[config.mk]
export PLATFORM = sky130hd
export DESIGN_NAME = bin_to_bcd_conv
export DESIGN_NICKNAME = d
export VERILOG_FILES = /design/src/rtl/bin_to_bcd_conv.sv
export SDC_FILE = /design/constraint.sdc
export NUM_CORES = 1
export LEC_CHECK = 0
export BUFFER_PORTS_ARGS = -buffer_cell sky130_fd_sc_hd__buf_4
export CAP_MARGIN = 40
export CORE_MARGIN = 2
export CORE_UTILIZATION = 65
export CTS_BUF_LIST = sky130_fd_sc_hd__clkbuf_2 sky130_fd_sc_hd__clkbuf_4 sky130_fd_sc_hd__clkbuf_8
export CTS_CLUSTER_SIZE = 16
export DETAILED_ROUTE_END_ITERATION = 6
export PLACE_DENSITY = 0.89
export SYNTH_ARGS = -nofsm -noshare
export SYNTH_HDL_FRONTEND = slang
export SYNTH_SLANG_ARGS = --single-unit
[constraint.sdc]
create_clock -name clk -period 4.46 [get_ports clk]
set_input_delay 0.892 -clock clk [delete_from_list [all_inputs] [get_ports clk]]
set_output_delay 0.892 -clock clk [all_outputs]
set_load 0.01 [all_outputs]
[src/rtl/bin_to_bcd_conv.sv]
// Sequential signed-binary to 8-digit BCD converter using shift-add-3.
// Digits, sign and overflow are registered together so a display can sample them at any time.
module bin_to_bcd_conv #(
   parameter int WIDTH   = 28,
   parameter int MAX_MAG = 99_999_999
) (
   input  logic             clk,
   input  logic             reset,
   input  logic             start,
   input  logic [WIDTH-1:0] value,
   output logic             busy,
   output logic             done,
   output logic [3:0]       uni,
   output logic [3:0]       ten,
   output logic [3:0]       hun,
   output logic [3:0]       tho,
   output logic [3:0]       tt,
   output logic [3:0]       ht,
   output logic [3:0]       mil,
   output logic [3:0]       tmil,
   output logic             negative,
   output logic             overflow,
   output logic [1:0]       fsm_state
);

   localparam int CW = $clog2(WIDTH);
   localparam logic [WIDTH:0] MAX_MAG_W = (WIDTH+1)'(MAX_MAG);

   typedef enum logic [1:0] {IDLE, LOAD, SHIFT, FIN} state_t;

   state_t           state;
   logic [WIDTH-1:0] value_q;
   logic [WIDTH-1:0] mag;
   logic [31:0]      bcd;
   logic [CW-1:0]    cnt;
   logic             sgn;
   logic             ovf;
   logic             lost;

   logic [WIDTH:0]   value_ext;
   logic [WIDTH:0]   mag_next;
   logic [31:0]      bcd_adj;

   // One extra bit so the most negative operand has an exact magnitude.
   always_comb begin
      value_ext = {value_q[WIDTH-1], value_q};
      mag_next  = value_q[WIDTH-1] ? (~value_ext + 1'b1) : value_ext;
   end

   always_comb begin
      bcd_adj = bcd;
      for (int i = 0; i < 8; i++) begin
         if (bcd[4*i +: 4] >= 4'd5) begin
            bcd_adj[4*i +: 4] = bcd[4*i +: 4] + 4'd3;
         end
      end
   end

   assign fsm_state = state;

   always_ff @(posedge clk) begin
      if (reset) begin
         state    <= IDLE;
         value_q  <= '0;
         mag      <= '0;
         bcd      <= '0;
         cnt      <= '0;
         sgn      <= 1'b0;
         ovf      <= 1'b0;
         lost     <= 1'b0;
         busy     <= 1'b0;
         done     <= 1'b0;
         uni      <= '0;
         ten      <= '0;
         hun      <= '0;
         tho      <= '0;
         tt       <= '0;
         ht       <= '0;
         mil      <= '0;
         tmil     <= '0;
         negative <= 1'b0;
         overflow <= 1'b0;
      end else begin
         done <= 1'b0;
         case (state)
            IDLE: begin
               if (start) begin
                  value_q <= value;
                  busy    <= 1'b1;
                  state   <= LOAD;
               end
            end
            LOAD: begin
               mag   <= mag_next[WIDTH-1:0];
               sgn   <= value_q[WIDTH-1];
               ovf   <= (mag_next > MAX_MAG_W);
               bcd   <= '0;
               lost  <= 1'b0;
               cnt   <= CW'(WIDTH-1);
               state <= SHIFT;
            end
            SHIFT: begin
               // Carry out of the top digit only occurs for out-of-range magnitudes.
               bcd  <= {bcd_adj[30:0], mag[WIDTH-1]};
               mag  <= {mag[WIDTH-2:0], 1'b0};
               lost <= lost | bcd_adj[31];
               if (cnt == '0) begin
                  state <= FIN;
               end else begin
                  cnt <= cnt - 1'b1;
               end
            end
            FIN: begin
               if (ovf || lost) begin
                  {tmil, mil, ht, tt, tho, hun, ten, uni} <= '0;
               end else begin
                  {tmil, mil, ht, tt, tho, hun, ten, uni} <= bcd;
               end
               negative <= sgn;
               overflow <= ovf;
               done     <= 1'b1;
               busy     <= 1'b0;
               state    <= IDLE;
            end
            default: state <= IDLE;
         endcase
      end
   end

   digits_in_range: assert property (@(posedge clk) disable iff (reset)
      (uni <= 4'd9) && (ten <= 4'd9) && (hun <= 4'd9) && (tho <= 4'd9) &&
      (tt <= 4'd9) && (ht <= 4'd9) && (mil <= 4'd9) && (tmil <= 4'd9));

endmodule

---- Word level (Yosys, flattened, before mapping) ----
Cells that the tools add are included.
storage, ports and cells
  ROM bits ................................ 0
  latch bits .............................. 0
  bits in writable memories ............... 0
  input port bits ......................... 31
  register bits ........................... 134
  memories ................................ 0
operators by class
  reduce and logical (&&, ||, !) cells .... 9
  magnitude comparators ................... 9
  equal/unequal tests ..................... 6
  bitwise logic cells ..................... 2
  muxes and demuxes ....................... 28
  shift operators ......................... 0
  $mul .................................... 0
  divide/modulo/power cells ............... 0
  add/subtract/negate cells ............... 10
operator list
  kind                                                                     count
  4-bit 2-to-1 mux                                                         16
  32-bit one-hot mux with 2 select lines                                   1
  28-bit one-hot mux with 2 select lines                                   1
  4-bit by 2-bit adder with 4-bit output (second input constant)           8
  4-bit by 3-bit >= comparator with 1-bit output (second input constant)   8
  29-bit by 1-bit adder with 29-bit output (second input constant)         1
  29-bit by 27-bit > comparator with 1-bit output (second input constant)  1
  29-bit 2-to-1 mux                                                        1
  29-bit inverter                                                          1
  5-bit one-hot mux with 2 select lines                                    1
  2-bit one-hot mux with 4 select lines                                    1
  2-bit AND reduction                                                      4
  2-bit inequality test (second input constant)                            3
  5-bit logical NOT                                                        1
  5-bit 2-to-1 mux                                                         1
  5-bit by 1-bit subtractor with 5-bit output (second input constant)      1
  2-bit equality test (second input constant)                              2
  2-bit 2-to-1 mux                                                         2
  1-bit one-hot mux with 2 select lines                                    2
  2-bit nonzero test                                                       2
  2-bit by 1-bit equality test with 1-bit output (second input constant)   1
  2-bit logical NOT                                                        1
  1-bit 2-to-1 mux                                                         2
  1-bit logical OR                                                         1
  1-bit bitwise OR                                                         1

---- Longest topological paths before layout ----
Gate-level depths: netlist of the first run.
  depth in word-level cells ............... 4
  mapped depth ............................ 11

---- Least setup slack after synthesis of the first run ----
OpenSTA, ideal clock, no wires.
  path type ............................... register to register
  start ................................... register value_q[1]
  end ..................................... register ovf
  stages on the path, launching flop included .. 12
  slack ................................... 1.449 ns
  data required time ...................... 4.369 ns
  clock period less this slack ............ 3.011 ns
  arrival ................................. 2.919 ns
  setup time .............................. 0.091 ns
  cell sequence ........................... dfxtp_1 inv_1 ha_1 or3b_2 clkbuf_1 or4_4 buf_6 o41ai_2 xor2_1 a2111oi_1 a21o_1 nor4bb_1
between the ends
  longest elaborated chain between the ends .. 4
ends and longest elaborated chain
  what                                               RTL line  text
  start, declared                                    32        logic [WIDTH-1:0] value_q;
  start signal, assigned                             88        value_q <= value;
  29-bit inverter                                    47        mag_next = value_q[WIDTH-1] ? (~value_ext + 1'b1) : value_ext;
  29-bit by 1-bit adder with 29-bit output           47
  29-bit 2-to-1 mux *                                47
  29-bit by 27-bit > comparator with 1-bit output *  96        ovf <= (mag_next > MAX_MAG_W);
  end signal, assigned                               96
  end, declared                                      37        logic ovf;
Every way passes the cells marked *; elsewhere a longest branch is shown, timed or not.
A chain may end at the register's enable or synchronous reset.

---- Final worst setup path of the first run ----
  start ................................... register value_q[4]
  end ..................................... register ovf
Same word-level chain as after synthesis.

==> implementation parameters, run 1 <==
Parameter                              Value

STA
  Hold Vio Cnt, Final    0
  Max-slew violation count    0
  Post-route clock skew    10.3 ps
  Setup repair after global routing missed its margin    false
  Fin Setup TNS    0 ps
  FMAX    307 MHz
  Endpoints failing setup    0
  Min cycle time layout    3260 ps
  Period Utilization, post-route    0.731
  Worst slack on hold paths    472 ps
  Tightest slew margin relative to the limit    0.368
  Measured slew at the worst slew-check pin    948 ps

Place
  Number of I/O port buffers    68
  Placed cell count    1019
  GP Congestion    0.902
  Final HPWL from detailed placement    10.6 mm
  Instance area after placement    7380 µm²

Routing
  Via/cell ratio    5.91
  Count of nets left with antenna violations after detail routing    0
  Number of iterations in the first detailed-routing pass    6
  DR DRC count    0
  Total via count after detailed routing    6207
  Routed length per placed instance    15.0 µm
  Final wirelength    15.8 mm
  First DRT Iteration DRCs    448

Synthesis
  Ranking of synthesized cells by area    sky130_fd_sc_hd__dfxtp_1 (39%), sky130_fd_sc_hd__a21oi_1 (6.6%), sky130_fd_sc_hd__nand2_1 (6.6%)
  Distinct cell type count after synthesis    56
  Post-synth top flop    sky130_fd_sc_hd__dfxtp_1
  Post-synth ARST share    0
  Netlist area before placement    6870 µm²
  Sequential-to-total area share from yosys stat    0.390
  Number of enable flip-flop cells after synthesis    0
  Number of storage elements in the synthesis netlist    134
  Commonest cells in the netlist    sky130_fd_sc_hd__dfxtp_1 (134), sky130_fd_sc_hd__nand2_1 (120), sky130_fd_sc_hd__nor2_1 (115)
  Top cell type by total area after synthesis    sky130_fd_sc_hd__dfxtp_1
  Top-area cell type share of the netlist area    0.390
  Average footprint of a synthesized cell    7.89 µm²
  Yosys synthesis warning count    0
  Instance count of the mapped netlist    871
  Most common cell in the netlist    sky130_fd_sc_hd__dfxtp_1
  Total nets after synthesis    925

Critical path
  Endpoint required time on the critical path    4820 ps
  Max Fanout on Critical Path    11
  Logic depth of the worst register-to-register path    7
  Worst endpoint data arrival time    3620 ps
  Kind of launch point of the worst setup path    register
  Slack of the worst reg-to-reg path    1200 ps
  Crit path kind    register to register
  Source of the worst register-to-register timing path    value_q[4]
  Crit path from    value_q[4]
  Critical Path Sink Type    register
  Crit Reg-Reg Endpoint    ovf

Finish
  Fill cells    754
  Final Non-Filler Cells    1051
  Nets    956
  Ratio of cells with drive above 1 in the final layout    0.140
  Count of antenna diodes in the layout    0
  Growth of design area from synthesis to finish    13.8%
  Fin area    7820 µm²

Min path
  Class of the tightest hold or removal check    register to register
  Endpoint of the worst hold path    mag[0]
  Worst hold path startpoint    mag[0]
  Hold path depth    2

Clock network
  CTS Root Buffer Type    sky130_fd_sc_hd__clkbuf_8
  Quantity of hold-fixing buffers added after cts    0
  Insertion delay to the later sink of the worst-skew pair    450 ps
  Number of buffers inserted by post-CTS setup repair    0
  H-tree levels    4
  CTS Buf Count    17
  Number of gates given a new drive strength after cts    0
  Clock slew seen by the registers of the worst setup and hold paths    80 ps
  CTS sink count    134
  TritonCTS clock tree    done
  Longest Clk Path Bufs    2

Floorplan
  Width of the die    107 µm
  Initial cell density of the core    0.669
  Std cell rows    37
  Die Height    107 µm
  Area of the core region    10300 µm²
  Floorplan die area    11400 µm²
  Number of primary I/O pins    69

GRT
  Antenna violations before repair    0
  Maximum number of pins on one net before global-route repair    60
  Gr usage total    0.291
  Global-route wire length before repair    27.2 mm
  Congestion Overflow GR    0
  Via count of the first global-routing pass    5953

Power and ir drop
  Reported leakage power    0.00305 µW
  Peak VDD IR    0.000372 V
  Pwr Density    522 nW/µm²

Job
  Number of max-cap violations    0

Run status
  Outcome    complete, no violations
## logic make-up (layout without fill, tap and decap cells)
kind of cell | count (synthesis) | after routing | share of synthesized area
simple gates | 347 | 347 | 0.234
xor+xnor | 44 | 44 | 0.0561
mux | 28 | 28 | 0.0408
fa+ha+maj | 23 | 23 | 0.0419
compound gates | 201 | 201 | 0.182
buf+inv | 94 | 138 | 0.0553
flops | 134 | 134 | 0.390
## routing by layer
metal | track usage | up-vias | wire length, µm
met4 | 0.121 | 0 | 401
met3 | 0.0632 | 43 | 885
met1 | 0.351 | 2939 | 6740
met5 | 0 | - | 0
met2 | 0.502 | 201 | 7770
li1 | - | 3024 | -
## metrics by stage
| step | total power, µW | utilization | setup WS (ps) |
|---|---|---|---|
| floorplan | 2670 | - | 1450 |
| global placement | 2930 | 0.715 | 1350 |
| detailed placement | 3000 | 0.718 | 1230 |
| CTS | 4080 | 0.761 | 1210 |
| global route | 4330 | 0.761 | 955 |
| finish | 4080 | 0.761 | 1200 |
## how the worst max path moves through the flow
stage / depth (start not counted) / endpoint / slack, ps
detailed placement: 7 / ovf / 1230
floorplan: 11 / ovf / 1450
CTS: 7 / ovf / 1210
finish: 7 / ovf / 1200
global placement: 7 / ovf / 1350
global route: 7 / ovf / 960
## flip-flops by register name, indices dropped and copies added (netlist names)
| register | count |
|---|---|
| bcd | 32 |
| busy | 1 |
| cnt | 5 |
| done | 1 |
| fsm_state | 2 |
| ht | 4 |
| hun | 4 |
| lost | 1 |
| mag | 28 |
| mil | 4 |
| negative | 1 |
| overflow | 1 |
| ovf | 1 |
| sgn | 1 |
| ten | 4 |
| tho | 4 |
| tmil | 4 |
| tt | 4 |
| uni | 4 |
| value_q | 28 |
## final cells by class
cell class | instances | area [µm²] | share of cell area
clock inverter | 11 | 146 | 0.0187
inverter | 28 | 105 | 0.0134
sequential | 134 | 2680 | 0.343
tap | 136 | 170 | 0.0218
multi-input combinational | 643 | 3820 | 0.489
timing repair buffer | 78 | 606 | 0.0775
clock buffer | 21 | 289 | 0.0370
## critical path: stages, from the launching register on
cell and delay (ps):
sky130_fd_sc_hd__dfxtp_1 390, sky130_fd_sc_hd__or4_1 740, sky130_fd_sc_hd__or4_4 650, sky130_fd_sc_hd__o41ai_2 370, sky130_fd_sc_hd__xor2_1 140, sky130_fd_sc_hd__a2111oi_1 520
sky130_fd_sc_hd__a21o_1 190, sky130_fd_sc_hd__nor4bb_1 190
## report_power, final
part / switching [µW] / internal, µW
Combinational: 950 / 547
Sequential: 151 / 1340
Clock: 481 / 612
Total: 1580 / 2500
## layout by cell type, fill, tap and decap left out, types with 3 or more instances in the layout
master,synthesis,routed
sky130_fd_sc_hd__or4_1,4,4
sky130_fd_sc_hd__nand2b_1,12,12
sky130_fd_sc_hd__a31oi_1,3,3
sky130_fd_sc_hd__nor4_1,7,7
sky130_fd_sc_hd__nor3_1,18,18
sky130_fd_sc_hd__nand3_1,4,4
sky130_fd_sc_hd__xnor2_1,17,17
sky130_fd_sc_hd__o21ai_0,46,46
sky130_fd_sc_hd__o41ai_2,4,4
sky130_fd_sc_hd__o31ai_1,5,5
sky130_fd_sc_hd__o211ai_1,4,4
sky130_fd_sc_hd__a32oi_1,9,9
sky130_fd_sc_hd__xor2_1,27,27
sky130_fd_sc_hd__and2_1,3,3
sky130_fd_sc_hd__or3_1,6,6
sky130_fd_sc_hd__nor2_1,115,115
sky130_fd_sc_hd__nand2_1,120,120
sky130_fd_sc_hd__clkinvlp_4,0,5
sky130_fd_sc_hd__a22oi_1,16,16
sky130_fd_sc_hd__mux2i_1,28,28
sky130_fd_sc_hd__buf_4,0,76
sky130_fd_sc_hd__nor2b_1,37,37
sky130_fd_sc_hd__o41ai_1,7,7
sky130_fd_sc_hd__clkbuf_8,0,21
sky130_fd_sc_hd__ha_1,23,21
sky130_fd_sc_hd__a21oi_1,90,90
sky130_fd_sc_hd__bufinv_16,0,3
sky130_fd_sc_hd__or4_4,3,3
sky130_fd_sc_hd__dfxtp_1,134,134
sky130_fd_sc_hd__inv_1,27,27
No activity file was read; power rests on OpenSTA's default activity.
==> inputs of run 2 (changes only) <==
ABC_AREA = 1   (was default)
CORE_UTILIZATION = 61   (was 65)
PLACE_DENSITY = 0.84   (was 0.89)
clock period = 3.3 ns   (was 4.46 ns; I/O delays follow)
==> run 2 against run 1 <==
Effect of this change: routed wire length up 0.37%; critical endpoint is now bcd[18]; largest cell class unchanged; via count up 3.8%; die area up 4.9%; clock power up 28%; sequential share of layout area about the same; largest power group unchanged; non-clock buffer count up 2.
==> implementation parameters, run 2 <==
Parameter                              Value

Place
  GP Congestion    0.913
  Instance area after placement    7410 µm²
  Pre-CTS setup slack    1070 ps
  Number of I/O port buffers    68
  Final HPWL from detailed placement    10.9 mm

GRT
  Via count of the first global-routing pass    5989
  Maximum number of pins on one net before global-route repair    73
  Gr usage total    0.278
  Antenna violations before repair    0
  Congestion Overflow GR    0
  Global-route wire length before repair    26.7 mm

Routing
  Via/cell ratio    5.38
  Count of nets left with antenna violations after detail routing    0
  Final wirelength    15.9 mm
  DR DRC count    0
  Routed length per placed instance    13.2 µm
  First DRT Iteration DRCs    464
  Total via count after detailed routing    6440
  Number of iterations in the first detailed-routing pass    5

Finish
  Nets    1099
  Flip-flop count of the largest register, all copies and words added    32
  Multi-input combinational cell area    3500 µm²
  Fin area    7830 µm²
  Fill cells    918
  Biggest register    bcd
  Growth of design area from synthesis to finish    15.5%
  Sequential cell area    2680 µm²
  Ratio of cells with drive above 1 in the final layout    0.139
  Count of antenna diodes in the layout    0
  Commonest non-fill, non-tap cell in the layout    sky130_fd_sc_hd__nand2_1
  Most used cells in the layout excluding fill and tap cells    sky130_fd_sc_hd__nand2_1 (255), sky130_fd_sc_hd__dfxtp_1 (134), sky130_fd_sc_hd__inv_1 (107)
  Regs by FF count    bcd: 32 flops, mag: 28 flops, value_q: 28 flops

Floorplan
  Number of primary I/O pins    69
  Width of the die    109 µm
  Floorplan die area    12000 µm²
  Initial cell density of the core    0.625
  Die Height    109 µm
  Area of the core region    10800 µm²
  Std cell rows    38

Synthesis
  Netlist area before placement    6780 µm²
  Average footprint of a synthesized cell    6.84 µm²
  Distinct cell type count after synthesis    30
  Top cell type by total area after synthesis    sky130_fd_sc_hd__dfxtp_1
  Instance count of the mapped netlist    990
  Number of enable flip-flop cells after synthesis    0
  Commonest cells in the netlist    sky130_fd_sc_hd__nand2_1 (255), sky130_fd_sc_hd__dfxtp_1 (134), sky130_fd_sc_hd__inv_1 (107)
  Total nets after synthesis    1044
  Post-synth top flop    sky130_fd_sc_hd__dfxtp_1
  Number of storage elements in the synthesis netlist    134
  Post-synth ARST share    0
  Yosys synthesis warning count    0
  Most common cell in the netlist    sky130_fd_sc_hd__nand2_1
  Top-area cell type share of the netlist area    0.396
  Sequential-to-total area share from yosys stat    0.396
  Ranking of synthesized cells by area    sky130_fd_sc_hd__dfxtp_1 (40%), sky130_fd_sc_hd__nand2_1 (14%), sky130_fd_sc_hd__a21oi_1 (6.9%)

Critical path
  Logic depth of the worst register-to-register path    7
  Max Fanout on Critical Path    20
  Source of the worst register-to-register timing path    fsm_state[0]
  Kind of launch point of the worst setup path    register
  Top Family by Delay on Critical Path    buffers and inverters
  Critical Path Sink Type    register
  Slowest stage cell, crit path    sky130_fd_sc_hd__ha_1
  Slowest stage delay, CP    470 ps
  Crit Reg-Reg Endpoint    bcd[18]
  Cell breakdown of the critical path    inv_1 > ha_1 > nand2_1 > clkinv_1 > buf_4 > o211ai_1 > a21oi_1
  CP bufs+invs    3
  Worst endpoint data arrival time    2590 ps
  Slack of the worst reg-to-reg path    1040 ps
  Crit path kind    register to register
  Endpoint required time on the critical path    3630 ps

Power and ir drop
  Peak VDD IR    0.000509 V
  Pwr Density    722 nW/µm²
  Reported leakage power    0.00310 µW
  Overall power of the completed layout    5650 µW

Clock network
  TritonCTS clock tree    done
  Number of buffers inserted by post-CTS setup repair    0
  CTS Root Buffer Type    sky130_fd_sc_hd__clkbuf_8
  CTS sink count    134
  CTS Buf Count    17
  Clock slew seen by the registers of the worst setup and hold paths    80 ps
  Number of gates given a new drive strength after cts    0
  H-tree levels    4
  Insertion delay to the later sink of the worst-skew pair    440 ps
  Quantity of hold-fixing buffers added after cts    0
  Longest Clk Path Bufs    2

STA
  Setup slack after layout    1040 ps
  Min cycle time layout    2260 ps
  Period Utilization, post-route    0.685
  Setup repair after global routing missed its margin    false
  Hold Vio Cnt, Final    0
  Post-route clock skew    9.61 ps
  Endpoints failing setup    0
  Fin Setup TNS    0 ps
  Measured slew at the worst slew-check pin    788 ps
  FMAX    442 MHz
  Max-slew violation count    0
  Tightest slew margin relative to the limit    0.474
  Worst slack on hold paths    466 ps

Min path
  Endpoint of the worst hold path    overflow
  Class of the tightest hold or removal check    register to register
  Hold path depth    2
  Worst hold path startpoint    overflow

Run status
  Outcome    complete, no violations

Job
  Number of max-cap violations    0
## run 2: cell count changes after synthesis, moves of 26 or more
cell	previous run	this run
sky130_fd_sc_hd__nand2_1	120	255
sky130_fd_sc_hd__inv_1	27	107
sky130_fd_sc_hd__nand3_1	4	63
sky130_fd_sc_hd__nor2b_1	37	0
sky130_fd_sc_hd__mux2i_1	28	0
sky130_fd_sc_hd__a211oi_1	2	28
## run 2: stage by stage
step	utilization	cells
after floorplan	-	990
after global placement	0.684	1166
after detailed placement	0.684	1166
after CTS	0.722	1198
after global routing	0.722	1198
final	0.722	1198
## run 2: tightest hold or removal path, delay by kind of cell, from the launching register on
family / cells / cell delay, ps
AOI/OAI and AO/OA: 1 / 50
and+or+nand+nor: 1 / 60
DFF: 1 / 310
## run 2: kinds of logic after synthesis
family	synth area share
buf+inv	0.0881
xor+xnor	0.0207
fa+ha+maj	0.0425
simple gates	0.293
compound gates	0.160
flops	0.396
## run 2: area by class of cell
| class | instances | share of cell area |
|---|---|---|
| tap | 140 | 0.0224 |
| timing repair buffer | 80 | 0.0799 |
| sequential | 134 | 0.343 |
| clock buffer | 24 | 0.0406 |
| inverter | 114 | 0.0547 |
| multi-input combinational | 698 | 0.447 |
| clock inverter | 8 | 0.0122 |
## run 2: power breakdown
part / switching, µW / leakage, µW / internal (µW)
Clock: 620 / 0.000212 / 784
Combinational: 1510 / 0.00180 / 693
Sequential: 186 / 0.00109 / 1860
Total: 2320 / 0.00310 / 3340
## run 2: routing by layer
metal | share of wire | track usage
met5 | 0 | 0
met4 | 0.017 | 0.0850
met3 | 0.053 | 0.0593
met2 | 0.47 | 0.463
met1 | 0.46 | 0.361
## run 2: worst max path at each step
stage            startpoint  endpoint  slack [ps]  cells past startpoint
6_report       fsm_state[0]   bcd[18]        1040                      7
5_1_grt        fsm_state[0]    bcd[5]         840                      7
4_1_cts        fsm_state[0]   bcd[18]        1080                      7
3_5_place_dp   fsm_state[0]   bcd[18]        1070                      7
3_3_place_gp   fsm_state[0]   bcd[18]        1140                      7
2_1_floorplan  fsm_state[0]    mag[0]        1390                      8
==> inputs of run 3 (changes only) <==
clock period = 2.16 ns   (was 3.3 ns; I/O delays follow)
==> run 3 against run 2 <==
Effect of this change: cell count did not move; combinational power rose by 56%; final area up 0.21%; via count rose by 0.75%; routed wire length shrank 1.4%; sequential power up 52%; fmax increased by 12%; flip-flop and latch count stayed put; setup slack worse by 890 ps; critical path depth increased by 9; global-route usage decreased by 0.49 points; worst hold slack lost 230 ps.
==> implementation parameters, run 3 (same netlist as run 2, synthesis figures left out) <==
Parameter                              Value

Finish
  Ratio of cells with drive above 1 in the final layout    0.142
  Fill cells    923
  Fin area    7840 µm²
  Growth of design area from synthesis to finish    15.7%
  Most used cells in the layout excluding fill and tap cells    sky130_fd_sc_hd__nand2_1 (253), sky130_fd_sc_hd__dfxtp_1 (134), sky130_fd_sc_hd__inv_1 (107)
  Commonest non-fill, non-tap cell in the layout    sky130_fd_sc_hd__nand2_1
  Regs by FF count    bcd: 32 flops, mag: 28 flops, value_q: 28 flops
  Count of antenna diodes in the layout    0
  Flip-flop count of the largest register, all copies and words added    32
  Biggest register    bcd
  Nets    1103

Power and ir drop
  Internal power    5000 µW
  Fraction of power consumed by the clock network    0.227
  Peak VDD IR    0.000869 V
  Reported leakage power    0.00312 µW
  Switching power total    3490 µW
  Portion of total power attributed to combinational logic    0.406
  Pwr Density    1080 nW/µm²
  Switching share of total power    0.411
  Register share of total power    0.367

STA
  Fin Setup TNS    0 ps
  Endpoints failing setup    0
  Setup repair after global routing missed its margin    false
  Measured slew at the worst slew-check pin    511 ps
  Tightest slew margin relative to the limit    0.660
  Min cycle time layout    2010 ps
  FMAX    496 MHz
  Hold Vio Cnt, Final    0
  Max-slew violation count    0
  Post-route clock skew    6.90 ps
  Period Utilization, post-route    0.933

Floorplan
  Number of primary I/O pins    69
  Area of the core region    10800 µm²
  Die Height    109 µm
  Initial cell density of the core    0.625
  Width of the die    109 µm
  Std cell rows    38
  Floorplan die area    12000 µm²

Routing
  First DRT Iteration DRCs    497
  Via/cell ratio    5.42
  Final wirelength    15.6 mm
  Routed length per placed instance    13.1 µm
  Number of iterations in the first detailed-routing pass    6
  Total via count after detailed routing    6488
  DR DRC count    0
  Count of nets left with antenna violations after detail routing    0

Clock network
  Longest Clk Path Bufs    2
  CTS sink count    134
  CTS Buf Count    17
  H-tree levels    4
  TritonCTS clock tree    done
  Insertion delay to the later sink of the worst-skew pair    450 ps
  CTS Root Buffer Type    sky130_fd_sc_hd__clkbuf_8
  Clock slew seen by the registers of the worst setup and hold paths    70 ps

GRT
  Via count of the first global-routing pass    5858
  Congestion Overflow GR    0
  Gr usage total    0.273
  Antenna violations before repair    0
  Global-route wire length before repair    26.0 mm
  Maximum number of pins on one net before global-route repair    56

Job
  Number of max-cap violations    0

Critical path
  Logic depth of the worst register-to-register path    16
  Endpoint required time on the critical path    2550 ps
  Crit Reg-Reg Endpoint    ovf
  Kind of launch point of the worst setup path    register
  Critical Path Sink Type    register
  Source of the worst register-to-register timing path    value_q[1]
  Crit path kind    register to register
  Slack of the worst reg-to-reg path    150 ps
  Max Fanout on Critical Path    4
  Worst endpoint data arrival time    2410 ps

Min path
  Worst hold path startpoint    value[12]
  Class of the tightest hold or removal check    input pin to register
  Endpoint of the worst hold path    value_q[12]
  Hold path depth    3

Run status
  Outcome    complete, no violations

Place
  Instance area after placement    7470 µm²
  Number of I/O port buffers    68
  GP Congestion    0.915
  Final HPWL from detailed placement    10.5 mm
## run 3: changes by cell type in the layout (fill, tap and decap cells not counted), sizes merged
cell / previous run / this run
clkinvlp: 2 / 0
clkbuf: 24 / 23
bufinv: 2 / 1
buf: 80 / 84
## run 3: worst max-delay path by stage
| stage | end | slack (ps) | startpoint | cells after the start |
|---|---|---|---|---|
| 6_report | ovf | 150 | value_q[1] | 16 |
| 2_1_floorplan | mag[0] | 250 | fsm_state[0] | 8 |
| 5_1_grt | ovf | 0.2 | value_q[1] | 16 |
| 4_1_cts | ovf | 160 | value_q[1] | 16 |
| 3_5_place_dp | ovf | 180 | value_q[1] | 16 |
| 3_3_place_gp | ovf | 260 | value_q[1] | 16 |
## run 3: cell type report
| class | count | area, µm² | area share |
|---|---|---|---|
| multi-input cells | 698 | 3510 | 0.448 |
| flip-flops and latches | 134 | 2680 | 0.342 |
| repair buffers | 84 | 693 | 0.0884 |
| inverters | 114 | 428 | 0.0546 |
| clock buffers | 23 | 304 | 0.0388 |
| well taps | 140 | 175 | 0.0223 |
| clock inverters | 5 | 50.0 | 0.00638 |
## run 3: power by group through the flow
stage | clock, µW | sequential (µW) | combinational [µW]
floorplan | 0 | 3110 | 2520
global route | 2050 | 3160 | 3850
global placement | 0 | 3150 | 3320
CTS | 1950 | 3110 | 3390
detailed placement | 0 | 3160 | 3370
finish | 1920 | 3120 | 3440
## run 3: repair_timing
item,in CTS,in global routing
setup endpoints to repair,0,1
hold buffers,0,0
gates resized for setup,0,3
buffers inserted,0,1
## run 3: worst max-delay path, cell delays in order (launching register included)
cell,delay (ps)
sky130_fd_sc_hd__dfxtp_1,340
sky130_fd_sc_hd__inv_1,70
sky130_fd_sc_hd__ha_1,230
sky130_fd_sc_hd__nand3_2,140
sky130_fd_sc_hd__nor2_4,60
sky130_fd_sc_hd__buf_4,130
sky130_fd_sc_hd__nand3_1,90
sky130_fd_sc_hd__nand3_1,110
sky130_fd_sc_hd__nand2_1,170
sky130_fd_sc_hd__nand3_1,90
sky130_fd_sc_hd__inv_1,70
sky130_fd_sc_hd__nand2_1,50
sky130_fd_sc_hd__nor2_1,90
sky130_fd_sc_hd__nand3_1,90
sky130_fd_sc_hd__nand2_1,80
sky130_fd_sc_hd__nand2_1,60
sky130_fd_sc_hd__a21oi_2,100
## run 3: layer usage
metal	up-vias	routed length, µm	track usage	share of wire
li1	3329	-	-	-
met3	21	796	0.0616	0.051
met1	2968	7170	0.351	0.46
met2	170	7450	0.448	0.48
met5	-	0	0	0
met4	0	224	0.0995	0.014
## run 3: per-stage QoR
stage / instances / hold slack [ps] / total power, µW / utilization / setup WS (ps)
CTS: 1197 / 222 / 8450 / 0.722 / 158
finish: 1198 / 240 / 8490 / 0.723 / 145
floorplan: 990 / 441 / 5630 / - / 251
global route: 1198 / 248 / 9060 / 0.723 / 0.166
detailed placement: 1169 / 455 / 6520 / 0.689 / 181
global placement: 1169 / 451 / 6480 / 0.689 / 259
